**config.mk**
```make
export PLATFORM = sky130hd
export DESIGN_NAME = accum_result_collector_flat
export DESIGN_NICKNAME = d
export VERILOG_FILES = /design/src/rtl/accum_result_collector_if.sv /design/src/rtl/accum_result_collector.sv /design/src/flat_wrapper.sv
export SDC_FILE = /design/constraint.sdc
export NUM_CORES = 1
export LEC_CHECK = 0
export ABC_CLOCK_PERIOD_IN_PS = 3450
export BUFFER_PORTS_ARGS = -buffer_cell sky130_fd_sc_hd__buf_2
export CORE_MARGIN = 4
export CORE_UTILIZATION = 53
export DETAILED_ROUTE_END_ITERATION = 8
export PLACE_DENSITY = 0.77
export SLEW_MARGIN = 25
export SYNTH_ARGS = -nofsm -noshare
export SYNTH_HDL_FRONTEND = slang
export SYNTH_SLANG_ARGS = --single-unit
```
**constraint.sdc**
```tcl
create_clock -name Clock -period 3.45 [get_ports Clock]
set_clock_uncertainty 0.1 [all_clocks]
set_input_delay 0.1725 -clock Clock [delete_from_list [all_inputs] [get_ports Clock]]
set_output_delay 0.1725 -clock Clock [all_outputs]
set_load 0.005 [all_outputs]
```
**src/rtl/accum_result_collector_if.sv**
```systemverilog
// Handshake and write-snoop bundle between the block-accumulate controller,
// the result collector and its downstream consumer.
interface accum_result_collector_if #(
    parameter int DATA_WIDTH = 8
);
    logic                  WriteEnable;
    logic [4:0]            Address;
    logic [DATA_WIDTH-1:0] DataIn;
    logic                  Ready;
    logic                  ClearFlags;
    logic                  OutReady;
    logic                  OutValid;
    logic [DATA_WIDTH-1:0] OutData;
    logic [1:0]            OutIndex;
    logic                  OutLast;
    logic [DATA_WIDTH+1:0] Total;
    logic                  Overrun;
    logic                  Incomplete;
    logic                  AddrError;

    modport master (
        output WriteEnable, Address, DataIn, Ready, ClearFlags, OutReady,
        input  OutValid, OutData, OutIndex, OutLast, Total,
               Overrun, Incomplete, AddrError
    );

    modport slave (
        input  WriteEnable, Address, DataIn, Ready, ClearFlags, OutReady,
        output OutValid, OutData, OutIndex, OutLast, Total,
               Overrun, Incomplete, AddrError
    );
endinterface

```
**src/rtl/accum_result_collector.sv**
```systemverilog
// Snoops block-sum write-backs into a capture bank and, on Ready, streams the
// four sums out over valid/ready together with their grand total.
module accum_result_collector #(
    parameter int DATA_WIDTH = 8
) (
    input  logic                     Clock,
    input  logic                     Reset,
    accum_result_collector_if.slave  bus
);
    typedef enum logic {IDLE, STREAM} state_t;

    state_t                state_q, state_d;
    logic [DATA_WIDTH-1:0] cap_bank [4];
    logic [DATA_WIDTH-1:0] out_bank [4];
    logic [3:0]            cap_vld;
    logic [1:0]            idx;
    logic [DATA_WIDTH+1:0] total;
    logic                  overrun, incomplete, addr_error;

    logic                  wr_hit, wr_bad, load, short_set, late_ready, xfer;
    logic [3:0]            wr_onehot;

    function automatic logic [DATA_WIDTH+1:0] sum4(
        input logic [DATA_WIDTH-1:0] a, b, c, d
    );
        return {2'b00, a} + {2'b00, b} + {2'b00, c} + {2'b00, d};
    endfunction

    assign wr_hit     = bus.WriteEnable && (bus.Address[2:0] == 3'b111);
    assign wr_bad     = bus.WriteEnable && (bus.Address[2:0] != 3'b111);
    assign wr_onehot  = wr_hit ? (4'b0001 << bus.Address[4:3]) : 4'b0000;
    assign load       = bus.Ready && (state_q == IDLE) && (&cap_vld);
    assign short_set  = bus.Ready && (state_q == IDLE) && !(&cap_vld);
    assign late_ready = bus.Ready && (state_q == STREAM);
    assign xfer       = (state_q == STREAM) && bus.OutReady;

    always_ff @(posedge Clock or posedge Reset) begin
        if (Reset) state_q <= IDLE;
        else       state_q <= state_d;
    end

    always_comb begin
        state_d = state_q;
        case (state_q)
            IDLE:    if (load) state_d = STREAM;
            STREAM:  if (xfer && idx == 2'd3) state_d = IDLE;
            default: state_d = IDLE;
        endcase
    end

    always_comb begin
        bus.OutValid = 1'b0;
        bus.OutData  = '0;
        bus.OutIndex = 2'd0;
        bus.OutLast  = 1'b0;
        if (state_q == STREAM) begin
            bus.OutValid = 1'b1;
            bus.OutData  = out_bank[idx];
            bus.OutIndex = idx;
            bus.OutLast  = (idx == 2'd3);
        end
    end

    assign bus.Total      = total;
    assign bus.Overrun    = overrun;
    assign bus.Incomplete = incomplete;
    assign bus.AddrError  = addr_error;

    // Ready always evaluates the pre-edge bank; a same-cycle write lands in the cleared bank.
    always_ff @(posedge Clock or posedge Reset) begin
        if (Reset) begin
            for (int i = 0; i < 4; i++) begin
                cap_bank[i] <= '0;
                out_bank[i] <= '0;
            end
            cap_vld    <= 4'b0000;
            idx        <= 2'd0;
            total      <= '0;
            overrun    <= 1'b0;
            incomplete <= 1'b0;
            addr_error <= 1'b0;
        end else begin
            if (wr_hit) cap_bank[bus.Address[4:3]] <= bus.DataIn;
            cap_vld <= (bus.Ready ? 4'b0000 : cap_vld) | wr_onehot;

            if (load) begin
                for (int i = 0; i < 4; i++) out_bank[i] <= cap_bank[i];
                total <= sum4(cap_bank[0], cap_bank[1], cap_bank[2], cap_bank[3]);
                idx   <= 2'd0;
            end else if (xfer && idx != 2'd3) begin
                idx <= idx + 2'd1;
            end

            overrun    <= late_ready | (overrun    & ~bus.ClearFlags);
            incomplete <= short_set  | (incomplete & ~bus.ClearFlags);
            addr_error <= wr_bad     | (addr_error & ~bus.ClearFlags);
        end
    end
endmodule

```
**src/flat_wrapper.sv**
```systemverilog
// flat-port wrapper written by rule: the top's interface ports become plain ports
module accum_result_collector_flat 
#(
    parameter int DATA_WIDTH = 8
)
  (Clock, Reset, bus_WriteEnable, bus_Address, bus_DataIn, bus_Ready, bus_ClearFlags, bus_OutReady, bus_OutValid, bus_OutData, bus_OutIndex, bus_OutLast, bus_Total, bus_Overrun, bus_Incomplete, bus_AddrError);
  accum_result_collector_if #(.DATA_WIDTH(DATA_WIDTH)) bus_i ();
  input  logic Clock;
  input  logic Reset;
  input wire logic [$bits(bus_i.WriteEnable)-1:0] bus_WriteEnable;
  input wire logic [$bits(bus_i.Address)-1:0] bus_Address;
  input wire logic [$bits(bus_i.DataIn)-1:0] bus_DataIn;
  input wire logic [$bits(bus_i.Ready)-1:0] bus_Ready;
  input wire logic [$bits(bus_i.ClearFlags)-1:0] bus_ClearFlags;
  input wire logic [$bits(bus_i.OutReady)-1:0] bus_OutReady;
  output wire logic [$bits(bus_i.OutValid)-1:0] bus_OutValid;
  output wire logic [$bits(bus_i.OutData)-1:0] bus_OutData;
  output wire logic [$bits(bus_i.OutIndex)-1:0] bus_OutIndex;
  output wire logic [$bits(bus_i.OutLast)-1:0] bus_OutLast;
  output wire logic [$bits(bus_i.Total)-1:0] bus_Total;
  output wire logic [$bits(bus_i.Overrun)-1:0] bus_Overrun;
  output wire logic [$bits(bus_i.Incomplete)-1:0] bus_Incomplete;
  output wire logic [$bits(bus_i.AddrError)-1:0] bus_AddrError;
  assign bus_i.WriteEnable = bus_WriteEnable;
  assign bus_i.Address = bus_Address;
  assign bus_i.DataIn = bus_DataIn;
  assign bus_i.Ready = bus_Ready;
  assign bus_i.ClearFlags = bus_ClearFlags;
  assign bus_i.OutReady = bus_OutReady;
  assign bus_OutValid = bus_i.OutValid;
  assign bus_OutData = bus_i.OutData;
  assign bus_OutIndex = bus_i.OutIndex;
  assign bus_OutLast = bus_i.OutLast;
  assign bus_Total = bus_i.Total;
  assign bus_Overrun = bus_i.Overrun;
  assign bus_Incomplete = bus_i.Incomplete;
  assign bus_AddrError = bus_i.AddrError;
  accum_result_collector #(.DATA_WIDTH(DATA_WIDTH)) u_core (.Clock(Clock), .Reset(Reset), .bus(bus_i));
endmodule
```
Word level (Yosys, flattened, before mapping)
Index checks and enable logic that the tools add are counted.
- register bits: 84
- input port bits: 19
- output and inout bits: 25
- word-level logic and storage cells: 68
- add/sub/neg operators: 4
- $lt $le $gt $ge: 3
- eq/ne operators: 4
- shift operators: 1
- mux-type cells: 17
- bitwise operators: 11
- reduce and logical (&&, ||, !) cells: 13
- operators by type and width (cell ; number):
    bitwise mux 32 bit ; 1
    two-way mux 8 bit ; 4
    adder 10 x 8 -> 10 bit ; 2
    binary-select mux 8 bit (select 2 bit) ; 1
    demux 8 bit (select 2 bit) ; 1
    logical AND 1 bit ; 10
    adder 8 x 8 -> 9 bit ; 1
    two-way mux 4 bit ; 2
    >= comparator 3 bit (second input constant) ; 2
    two-way mux 2 bit ; 3
    inverter 2 -> 3 bit ; 2
    two-way mux 1 bit ; 4
    bitwise OR 4 bit ; 1
    AND reduction 4 bit ; 1
    << shifter 1 x 2 -> 4 bit (first input constant) ; 1
    bitwise AND 1 bit ; 3
    == test 3 bit (second input constant) ; 1
    less-than comparator 3 x 1 -> 1 bit (second input constant) ; 1
    != test 3 bit (second input constant) ; 1
    bitwise OR 1 bit ; 3
    adder 2 x 1 -> 2 bit (second input constant) ; 1
    == test 2 bit (second input constant) ; 1
    != test 2 bit (second input constant) ; 1
    inverter 1 bit ; 2
    3 further kinds ; 3

Longest topological paths before layout
Gate-level depths: netlist of run 1.
- depth in word-level cells: 6
- mapped depth: 16

Least setup slack after synthesis of run 1
No wires, ideal clock.
- path kind: register to register
- start: register u_core.cap_bank[16] (netlist name)
- end: register u_core.total[9], in the netlist u_core.bus.Total[9]
- setup time: 128 ps
- arrival time: 3077 ps
- required time: 3222 ps
- path slack: 145 ps
- stages on the path, launching flop included: 13
- buffers on the path: 0
- clock period less this slack: 3305 ps
- path through: dfrtp_1 -> ha_1 -> inv_1 -> fa_1 -> fa_1 -> inv_1 -> ha_1 -> fa_1 -> a211oi_2 -> o21bai_1 -> a21o_1 -> a2111oi_4 -> nor3_1
- word-level cells in the longest chain between the ends: 3
- ends and longest elaborated chain (element ; line ; source):
    start, declared ; accum_result_collector.sv:13 ; logic [DATA_WIDTH-1:0] cap_bank [4];
    start signal, assigned by index ; accum_result_collector.sv:83 ; if (wr_hit) cap_bank[bus.Address[4:3]] <= bus.DataIn;
    adder 8 x 8 -> 9 bit ; accum_result_collector.sv:26 ; return {2'b00, a} + {2'b00, b} + {2'b00, c} + {2'b00, d};
    adder 10 x 8 -> 10 bit (2 in series) ; accum_result_collector.sv:26 ;
    end signal, assigned ; accum_result_collector.sv:88 ; total <= sum4(cap_bank[0], cap_bank[1], cap_bank[2], cap_bank[3]);
    end, declared ; accum_result_collector.sv:17 ; logic [DATA_WIDTH+1:0] total;
No other way between the ends.
A chain may end at the register's enable or synchronous reset.

Final worst setup path of run 1
Ends and elaborated chain as after synthesis.

==> results of run 1 <==
## repair_timing
action	CTS	global route
hold buffers	13	0
gates resized for setup	3	13
endpoints found under the hold margin	51	0
pin swaps	0	4
endpoints found under the setup margin	2	3
buffers inserted	0	1
## final timing paths
path / start / to / depth (start not counted) / slack (ps)
worst max-delay path: u_core.cap_bank[16]$_DFFE_PP0P_ / u_core.bus.Total[9]$_DFFE_PP0P_ / 12 / 50
worst min-delay path: bus_Address[4] / u_core.cap_bank[25]$_DFFE_PP0P_ / 4 / 140
worst max register to register: u_core.cap_bank[16]$_DFFE_PP0P_ / u_core.bus.Total[9]$_DFFE_PP0P_ / 12 / 50
worst min register to register: u_core.bus.Total[1]$_DFFE_PP0P_ / u_core.bus.Total[1]$_DFFE_PP0P_ / 2 / 370
max in group asynchronous: Reset / u_core.out_bank[30]$_DFFE_PP0P_ / 4 / 2260
min in group asynchronous: Reset / u_core.out_bank[1]$_DFFE_PP0P_ / 3 / 250
## through the flow
| step | instance area (sq um) | setup TNS [ps] |
|---|---|---|
| 2_1_floorplan | 4350 | 0 |
| 3_3_place_gp | 4620 | 0 |
| 3_5_place_dp | 4620 | -64.2 |
| 4_1_cts | 4990 | 0 |
| 5_1_grt | 5060 | -132 |
| 6_report | 5060 | 0 |
## synthesized netlist by cell type (all sizes together)
cell,instances
a211oi,4
nor2b,1
dfrtp,84
nand2,103
mux2i,1
and2,11
xnor2,4
ha,17
mux2,16
a21o,8
and4,1
nand3b,2
o21bai,2
a2111oi,1
a21oi,7
nand4,2
or3,2
nor3,8
xor2,9
clkbuf,4
buf,12
o22ai,1
nor4,1
nor2,6
or2,1
a31oi,1
o21ai,46
fa,10
nor3b,2
mux4,8
and3,2
inv,38
## worst max-delay path, stage by stage, from the launching register on
cell	delay, ps
dfrtp_1	410
ha_2	200
inv_1	70
fa_2	440
fa_1	500
inv_1	40
ha_2	200
fa_2	350
a211oi_2	220
o21bai_1	140
a21o_1	210
a2111oi_4	330
nor3_1	70
## state kept, by name, indices dropped and copies added, names as in the netlist, 2 cells and up
signal,count
u_core.bus.Total,10
u_core.out_bank,32
u_core.idx,2
u_core.cap_bank,32
u_core.cap_vld,4
## cell type report
cell class              instances  area (sq um)
fillers                       641          2780
repair buffers                 62           390
flip-flops and latches         84          2100
inverters                      38           144
well taps                     102           128
multi-input cells             277          2060
clock buffers                  11           141
clock inverters                 4          97.6
## routing by layer
layer  vias to the layer above  global-route usage [%]  share of wire [%]
met1                      1528                    25.4                 44
met2                        52                    32.4                 51
li1                       1481                       -                  -
met4                         0                    5.04               0.91
met3                        12                    4.18                4.4
met5                         -                       0                  0
## report_power, final
| part | total (mW) | switching [mW] | internal, mW |
|---|---|---|---|
| Combinational | 1.72 | 0.907 | 0.813 |
| Sequential | 1.22 | 0.130 | 1.09 |
| Clock | 0.836 | 0.338 | 0.497 |
## cells by family after synthesis
| group | share of synthesized area [%] |
|---|---|
| flops | 48.4 |
| fa+ha+maj | 9.50 |
| xor+xnor | 2.62 |
| compound gates | 10.3 |
| simple gates | 14.8 |
| buf+inv | 5.93 |
| mux | 8.52 |
==> impl_metrics.csv, run 1 <==
group,metric,value,unit
outcome,status,"complete, no violations",
sta,max_clock_freq,294,MHz
cells_and_area,antenna_cells,0,
sta,fin_ws,51.4,ps
placed_design,port_buffers,43,
routing,detailedRoute.firstPassIterationCount,4,
floorplan,coreArea,7850,sq um
synth,synthDistinctLibCells,43,
routing,wl_per_cell,15.1,um
routing,routed-via-count,3073,
clocking,clock_sinks,84,
synth,netlist_area,4350,sq um
routing,drc,0,
floorplan,rows,32,
sta,worstMarginPinSlew,719,ps
floorplan,die_y,98.6,um
clocking,clock_latency,350,ps
cells_and_area,nets,518,
power,vdd_drop_max,0.000380,V
cells_and_area,fin_util,64.5,%
synth,synthCells,415,
grt,grt_max_degree,67,
power,power,3.78,mW
cells_and_area,fin_cells,578,
sta,hold_ws,138,ps
setup_path,cp.required,3580,ps
clocking,cts_buffer_depth,2,
placed_design,hpwl,6160,um
routing,ant_nets,0,
synth,synth_area_leaders,"dfrtp_1 48%, nand2_1 8.8%, ha_1 4.9%",
setup_path,critPathLaunchType,"flop",
synth,syn_nets,461,
routing,drt_iter0_markers,97,
floorplan,dieArea,9710,sq um
setup_path,critPathKind,"reg2reg",
placed_design,gp_congestion,0.812,
placed_design,dp.cells,549,
clocking,cts_root_buf,"clkbuf_8",
sta,finalCritPeriodShare,98.5,%
sta,setup_viol,0,
power,power_per_cell_area,746,nW/um^2
synth,synth_area_per_cell,10.5,sq um
cells_and_area,final_cell_mix,"102 x nand2_1, 84 x dfrtp_1, 43 x buf_2",
sta,slew_headroom,52.1,%
synth,ys_ff_latch,84,
sta,slew_violations,0,
floorplan,initial_core_util,55.4,%
setup_path,path_max_fanout,3,
grt,grt_use_total,19.2,%
cells_and_area,synthToLayoutAreaGrowth,16.5,%
sta,min_period,3400,ps
worst_hold_path,hold_class,"in2reg",
setup_path,end_kind,"flop",
placed_design,dp_slack,-64.2,ps
clocking,cts_tree,"done",
clocking,htree_levels,3,
job,cap_violations,0,
synth,seq_area_frac_synth,48.4,%
cells_and_area,final_layout_size_suffix_gt1_share,24.8,%
sta,hold_violations,0,
grt,antenna_found_initial,0,
power,leakagePower,2.57,nW
routing,vias_per_cell,5.32,
synth,synth_top_cell_by_area,"dfrtp_1",
grt,grt_pass1_vias,3131,
setup_path,critPathArrivalTime,3530,ps
grt,grt-ovfl-total,0,
routing,wl,8700,um
floorplan,die_w,98.6,um
grt,grt_first_pass_wirelength,15000,um
clocking,clk_pin_slew,80,ps
clocking,numCtsBuffers,9,
floorplan,io_pins,44,
synth,yosys_warnings,0,
synth,synth_top_area_share,48.4,%
cells_and_area,mostFrequentLayoutCell,"nand2_1",
(Power assumes the default switching activity.)
==> run 2: changes to the inputs <==
- ABC_CLOCK_PERIOD_IN_PS: 3450 -> 2800
- clock period: 3.45 -> 2.8 ns (I/O delays scaled with it)
==> run 2 against run 1 <==
- the flow now finishes with violations (setup timing)
- wire length up 18%
- global-route usage up 2.2 points
- design area increased by 7.1%
- power rose by 46%
- sequential cell count is the same
- die area unchanged
- register-to-register slack lost 580 ps
- highest routed layer unchanged
==> impl_metrics.csv, run 2 (synthesized netlist as in run 1, its figures left out) <==
group,metric,value,unit
sta,slew_headroom,50.6,%
setup_path,r2r-end,"u_core.bus.Total[9]$_DFFE_PP0P_",
setup_path,end_kind,"flop",
routing,drc,0,
grt,grt-ovfl-total,0,
setup_path,r2r_cells,12,
outcome,violations,"setup timing",
routing,drt_iter0_markers,129,
worst_hold_path,hold-path-endpoint,"u_core.cap_bank[25]$_DFFE_PP0P_",
cells_and_area,stdcell_area,5420,sq um
grt,grt_pass1_vias,3526,
cells_and_area,fin_util,69.1,%
placed_design,dpl_cell_area,4910,sq um
routing,detailedRoute.firstPassIterationCount,4,
setup_path,critPathLaunchType,"flop",
setup_path,cp.required,2950,ps
grt,antenna_found_initial,0,
power,power_per_cell_area,1020,nW/um^2
floorplan,dieArea,9710,sq um
placed_design,dp.cells,583,
cells_and_area,antenna_cells,0,
clocking,cts_root_buf,"clkbuf_8",
job,cap_violations,0,
cells_and_area,final_layout_size_suffix_gt1_share,34.9,%
routing,wl,10300,um
floorplan,rows,32,
cells_and_area,mostFrequentLayoutCell,"nand2_1",
clocking,htree_levels,3,
routing,ant_nets,0,
grt,grt_use_total,21.4,%
sta,hold_violations,0,
floorplan,coreArea,7850,sq um
floorplan,io_pins,44,
placed_design,gp_congestion,0.815,
setup_path,rrSetupSlack,-530,ps
worst_hold_path,hold-path-cell-count,3,
cells_and_area,fin_cells,615,
clocking,cts_buffer_depth,2,
routing,routed-via-count,3314,
placed_design,hpwl,6800,um
setup_path,worstReg2RegStart,"u_core.cap_bank[24]$_DFFE_PP0P_",
setup_path,critPathArrivalTime,3480,ps
cells_and_area,nets,554,
grt,grt_first_pass_wirelength,16600,um
sta,final.setup.tns,-2270,ps
placed_design,dp_slack,-482,ps
clocking,clock_sinks,84,
setup_path,path_max_fanout,2,
sta,rsz0062_at_grt,"true",
grt,grt_max_degree,67,
power,power,5.51,mW
floorplan,initial_core_util,55.4,%
cells_and_area,final_cell_mix,"101 x nand2_1, 84 x dfrtp_1, 43 x buf_2",
power,vdd_drop_max,0.000625,V
routing,vias_per_cell,5.39,
power,leakagePower,2.75,nW
clocking,clock_latency,360,ps
sta,hold_ws,105,ps
setup_path,critPathKind,"reg2reg",
routing,wl_per_cell,16.7,um
sta,max_clock_freq,300,MHz
sta,min_period,3330,ps
sta,slew_violations,0,
worst_hold_path,hold_class,"in2reg",
clocking,numCtsBuffers,9,
clocking,cts_tree,"done",
cells_and_area,synthToLayoutAreaGrowth,24.8,%
floorplan,die_w,98.6,um
sta,setup_viol,7,
outcome,status,"finished, violations left",
sta,fin_ws,-532,ps
clocking,clk_pin_slew,90,ps
floorplan,die_y,98.6,um
sta,finalCritPeriodShare,119,%
sta,worstMarginPinSlew,741,ps
worst_hold_path,min_from,"bus_Address[4]",
placed_design,port_buffers,43,
-- run 2: area by class of cell --
class	count	area, sq um
Fill cell	576	2420
Multi-Input combinational cell	277	2200
Sequential cell	84	2100
Timing Repair Buffer	98	676
Inverter	38	144
Tap cell	102	128
Clock buffer	9	124
Clock inverter	7	51.3
-- run 2: metal layers --
metal | up-vias | part of all wire (%) | global-route usage [%]
met2 | 121 | 52 | 37.3
met1 | 1610 | 39 | 26.0
li1 | 1554 | - | -
met3 | 29 | 5.7 | 4.46
met5 | - | 0 | 0
met4 | 0 | 2.6 | 8.61
-- run 2: worst max-delay path by stage --
stage / start / endpoint / slack (ps)
after global placement: u_core.cap_bank[16]$_DFFE_PP0P_ / u_core.bus.Total[9]$_DFFE_PP0P_ / -410
final: u_core.cap_bank[24]$_DFFE_PP0P_ / u_core.bus.Total[9]$_DFFE_PP0P_ / -530
after floorplan: u_core.cap_bank[16]$_DFFE_PP0P_ / u_core.bus.Total[9]$_DFFE_PP0P_ / -390
after CTS: u_core.cap_bank[16]$_DFFE_PP0P_ / u_core.bus.Total[9]$_DFFE_PP0P_ / -470
after global routing: u_core.cap_bank[24]$_DFFE_PP0P_ / u_core.bus.Total[7]$_DFFE_PP0P_ / -650
after detailed placement: u_core.cap_bank[16]$_DFFE_PP0P_ / u_core.bus.Total[9]$_DFFE_PP0P_ / -480
-- run 2: where the power goes --
| part | switching (mW) | internal, mW | total, mW |
|---|---|---|---|
| clock | 0.453 | 0.324 | 0.777 |
| combinational | 1.53 | 1.69 | 3.22 |
| sequential | 0.164 | 1.35 | 1.51 |
-- run 2: worst max-delay path, stage by stage, from the launching register on --
cell and delay (ps):
dfrtp_1 420, ha_2 210, inv_2 50, fa_2 430, fa_1 510, inv_1 50, ha_2 200, fa_2 370
a211oi_2 180, o21bai_1 110, a21o_1 210, a2111oi_4 290, nor3_1 70
-- run 2: repair_timing --
action	in CTS	in global routing
endpoints found under the setup margin	7	7
pin swaps	28	17
buffers inserted	3	1
resized for setup	15	18
hold buffers	13	0
hold endpoints to repair	69	0
==> run 3: changes to the inputs <==
- ABC_CLOCK_PERIOD_IN_PS: 2800 -> 3100
- CORE_UTILIZATION: 53 -> 39
- PLACE_DENSITY: 0.77 -> 0.55
- clock period: 2.8 -> 3.1 ns (I/O delays scaled with it)
==> run 3 against run 2 <==
- the flow still finishes with violations (setup timing)
- clock power grew 7.9%
- register-to-register slack gained 420 ps
- sequential share of layout area grew 0.42 points
- clock-buffer cell count grew 4
- non-clock buffer count shrank 6
- utilization shrank 20 points
- power shrank 18%
- maximum frequency grew 3.8%
- critical path type unchanged
- critical endpoint is now u_core.bus.Total[7]$_DFFE_PP0P_
==> impl_metrics.csv, run 3 (synthesized netlist as in run 1, its figures left out) <==
group,metric,value,unit
floorplan,die_y,114,um
outcome,violations,"setup timing",
routing,vias_per_cell,4.74,
clocking,htree_levels,3,
grt,grt_use_total,16.2,%
cells_and_area,fin_util,49.3,%
cells_and_area,fill_cells,1040,
cells_and_area,nets,548,
setup_path,critPathArrivalTime,3330,ps
setup_path,path_max_fanout,2,
placed_design,gp_congestion,0.800,
clocking,cts_tree,"done",
placed_design,dpl_cell_area,4880,sq um
sta,slew_violations,0,
grt,grt-ovfl-total,0,
sta,finalCritPeriodShare,104,%
power,vdd_drop_max,0.000413,V
setup_path,r2r_cells,13,
setup_path,rrSetupSlack,-110,ps
routing,drc,0,
sta,hold_ws,78.8,ps
power,clkPwrFrac,18.5,%
grt,antenna_found_initial,0,
routing,routed-via-count,3066,
outcome,status,"finished, violations left",
cells_and_area,stdcell_area,5370,sq um
grt,grt_pass1_vias,3209,
clocking,clk_pin_slew,90,ps
power,power_per_cell_area,843,nW/um^2
placed_design,port_buffers,43,
clocking,cts_root_buf,"clkbuf_8",
clocking,clock_sinks,84,
setup_path,critPathLaunchType,"flop",
job,cap_violations,0,
placed_design,dp_slack,-274,ps
worst_hold_path,hold_class,"in2reg",
clocking,numCtsBuffers,9,
cells_and_area,antenna_cells,0,
placed_design,hpwl,6770,um
power,p_sw,1.64,mW
power,pwr-share-seq,30.0,%
floorplan,rows,38,
sta,min_period,3210,ps
floorplan,io_pins,44,
floorplan,dieArea,12900,sq um
routing,wl,9610,um
setup_path,cp.required,3220,ps
routing,wl_per_cell,14.9,um
routing,detailedRoute.firstPassIterationCount,4,
sta,fin_ws,-111,ps
sta,slew_headroom,49.9,%
power,combinationalPowerShare,51.5,%
power,leakagePower,2.74,nW
floorplan,initial_core_util,39.9,%
sta,setup_viol,3,
setup_path,critPathKind,"reg2reg",
grt,grt_first_pass_wirelength,16300,um
power,netSwitchingFraction,36.2,%
sta,hold_violations,0,
sta,rsz0062_at_grt,"true",
worst_hold_path,hold-path-cell-count,3,
grt,grt_max_degree,67,
sta,max_clock_freq,311,MHz
sta,worstMarginPinSlew,751,ps
cells_and_area,final_layout_size_suffix_gt1_share,31.4,%
routing,ant_nets,0,
clocking,clock_latency,360,ps
cells_and_area,final_cell_mix,"102 x nand2_1, 84 x dfrtp_1, 43 x buf_2",
floorplan,coreArea,10900,sq um
routing,drt_iter0_markers,122,
clocking,cts_buffer_depth,2,
power,p_int,2.89,mW
cells_and_area,mostFrequentLayoutCell,"nand2_1",
cells_and_area,synthToLayoutAreaGrowth,23.5,%
setup_path,end_kind,"flop",
floorplan,die_w,114,um
==> run 3: cell count changes in the layout (fill, tap and decap cells not counted), sizes merged <==
cell,delta
buf,-7
bufinv,+1
clkbuf,+4
clkinv,-2
clkinvlp,-2
dlygate4sd3,+1
inv,-1
==> run 3: final timing paths <==
path,from,endpoint
min,bus_Address[2],u_core.bus.AddrError$_DFF_PP0_
min in group asynchronous,Reset,u_core.out_bank[2]$_DFFE_PP0P_
max,u_core.cap_bank[24]$_DFFE_PP0P_,u_core.bus.Total[7]$_DFFE_PP0P_
max reg2reg,u_core.cap_bank[24]$_DFFE_PP0P_,u_core.bus.Total[7]$_DFFE_PP0P_
min reg2reg,u_core.bus.Total[4]$_DFFE_PP0P_,u_core.bus.Total[4]$_DFFE_PP0P_
max in group asynchronous,Reset,u_core.cap_bank[21]$_DFFE_PP0P_
==> run 3: repair_timing <==
action	CTS	global route
buffers inserted	1	1
resized for setup	12	13
hold buffers	14	0
endpoints found under the setup margin	5	5
pin swaps	14	8
endpoints found under the hold margin	49	0
==> run 3: worst max-delay path, cell delays in order, from the launching register on <==
cell	delay (ps)
dfrtp_1	390
ha_2	200
inv_2	50
fa_2	440
fa_1	490
inv_1	50
ha_2	190
fa_2	350
a211oi_2	180
o21bai_1	90
a21o_1	200
buf_4	150
xnor2_2	120
o21ai_1	70
==> run 3: metrics by stage <==
stage	total power [mW]	cells	TNS (ps)
after detailed placement	3.38	615	-899
after global routing	4.91	647	-846
after global placement	3.35	615	-667
after floorplan	2.68	415	-111
after CTS	4.42	646	-547
final	4.52	647	-259
==> run 3: power by group through the flow <==
stage | logic [mW] | registers [mW] | clock network [mW]
final | 2.33 | 1.36 | 0.838
after global routing | 2.62 | 1.38 | 0.915
after CTS | 2.20 | 1.36 | 0.862
after detailed placement | 2.00 | 1.38 | 0
after global placement | 1.98 | 1.37 | 0
after floorplan | 1.39 | 1.29 | 0
==> run 3: routing by layer <==
layer | routed length, um | GRT usage [%] | share of wire [%]
met4 | 155 | 5.77 | 1.6
met2 | 4650 | 25.8 | 48
met5 | 0 | 0 | 0
met1 | 4510 | 22.3 | 47
met3 | 291 | 3.08 | 3.0
==> run 3: layout make-up <==
class	instances	area [sq um]	share of cell area [%]
Multi-Input combinational cell	277	2110	39.3
Sequential cell	84	2100	39.2
Timing Repair Buffer	92	622	11.6
Tap cell	140	175	3.26
Clock buffer	13	169	3.15
Inverter	38	144	2.68
Clock inverter	3	43.8	0.816
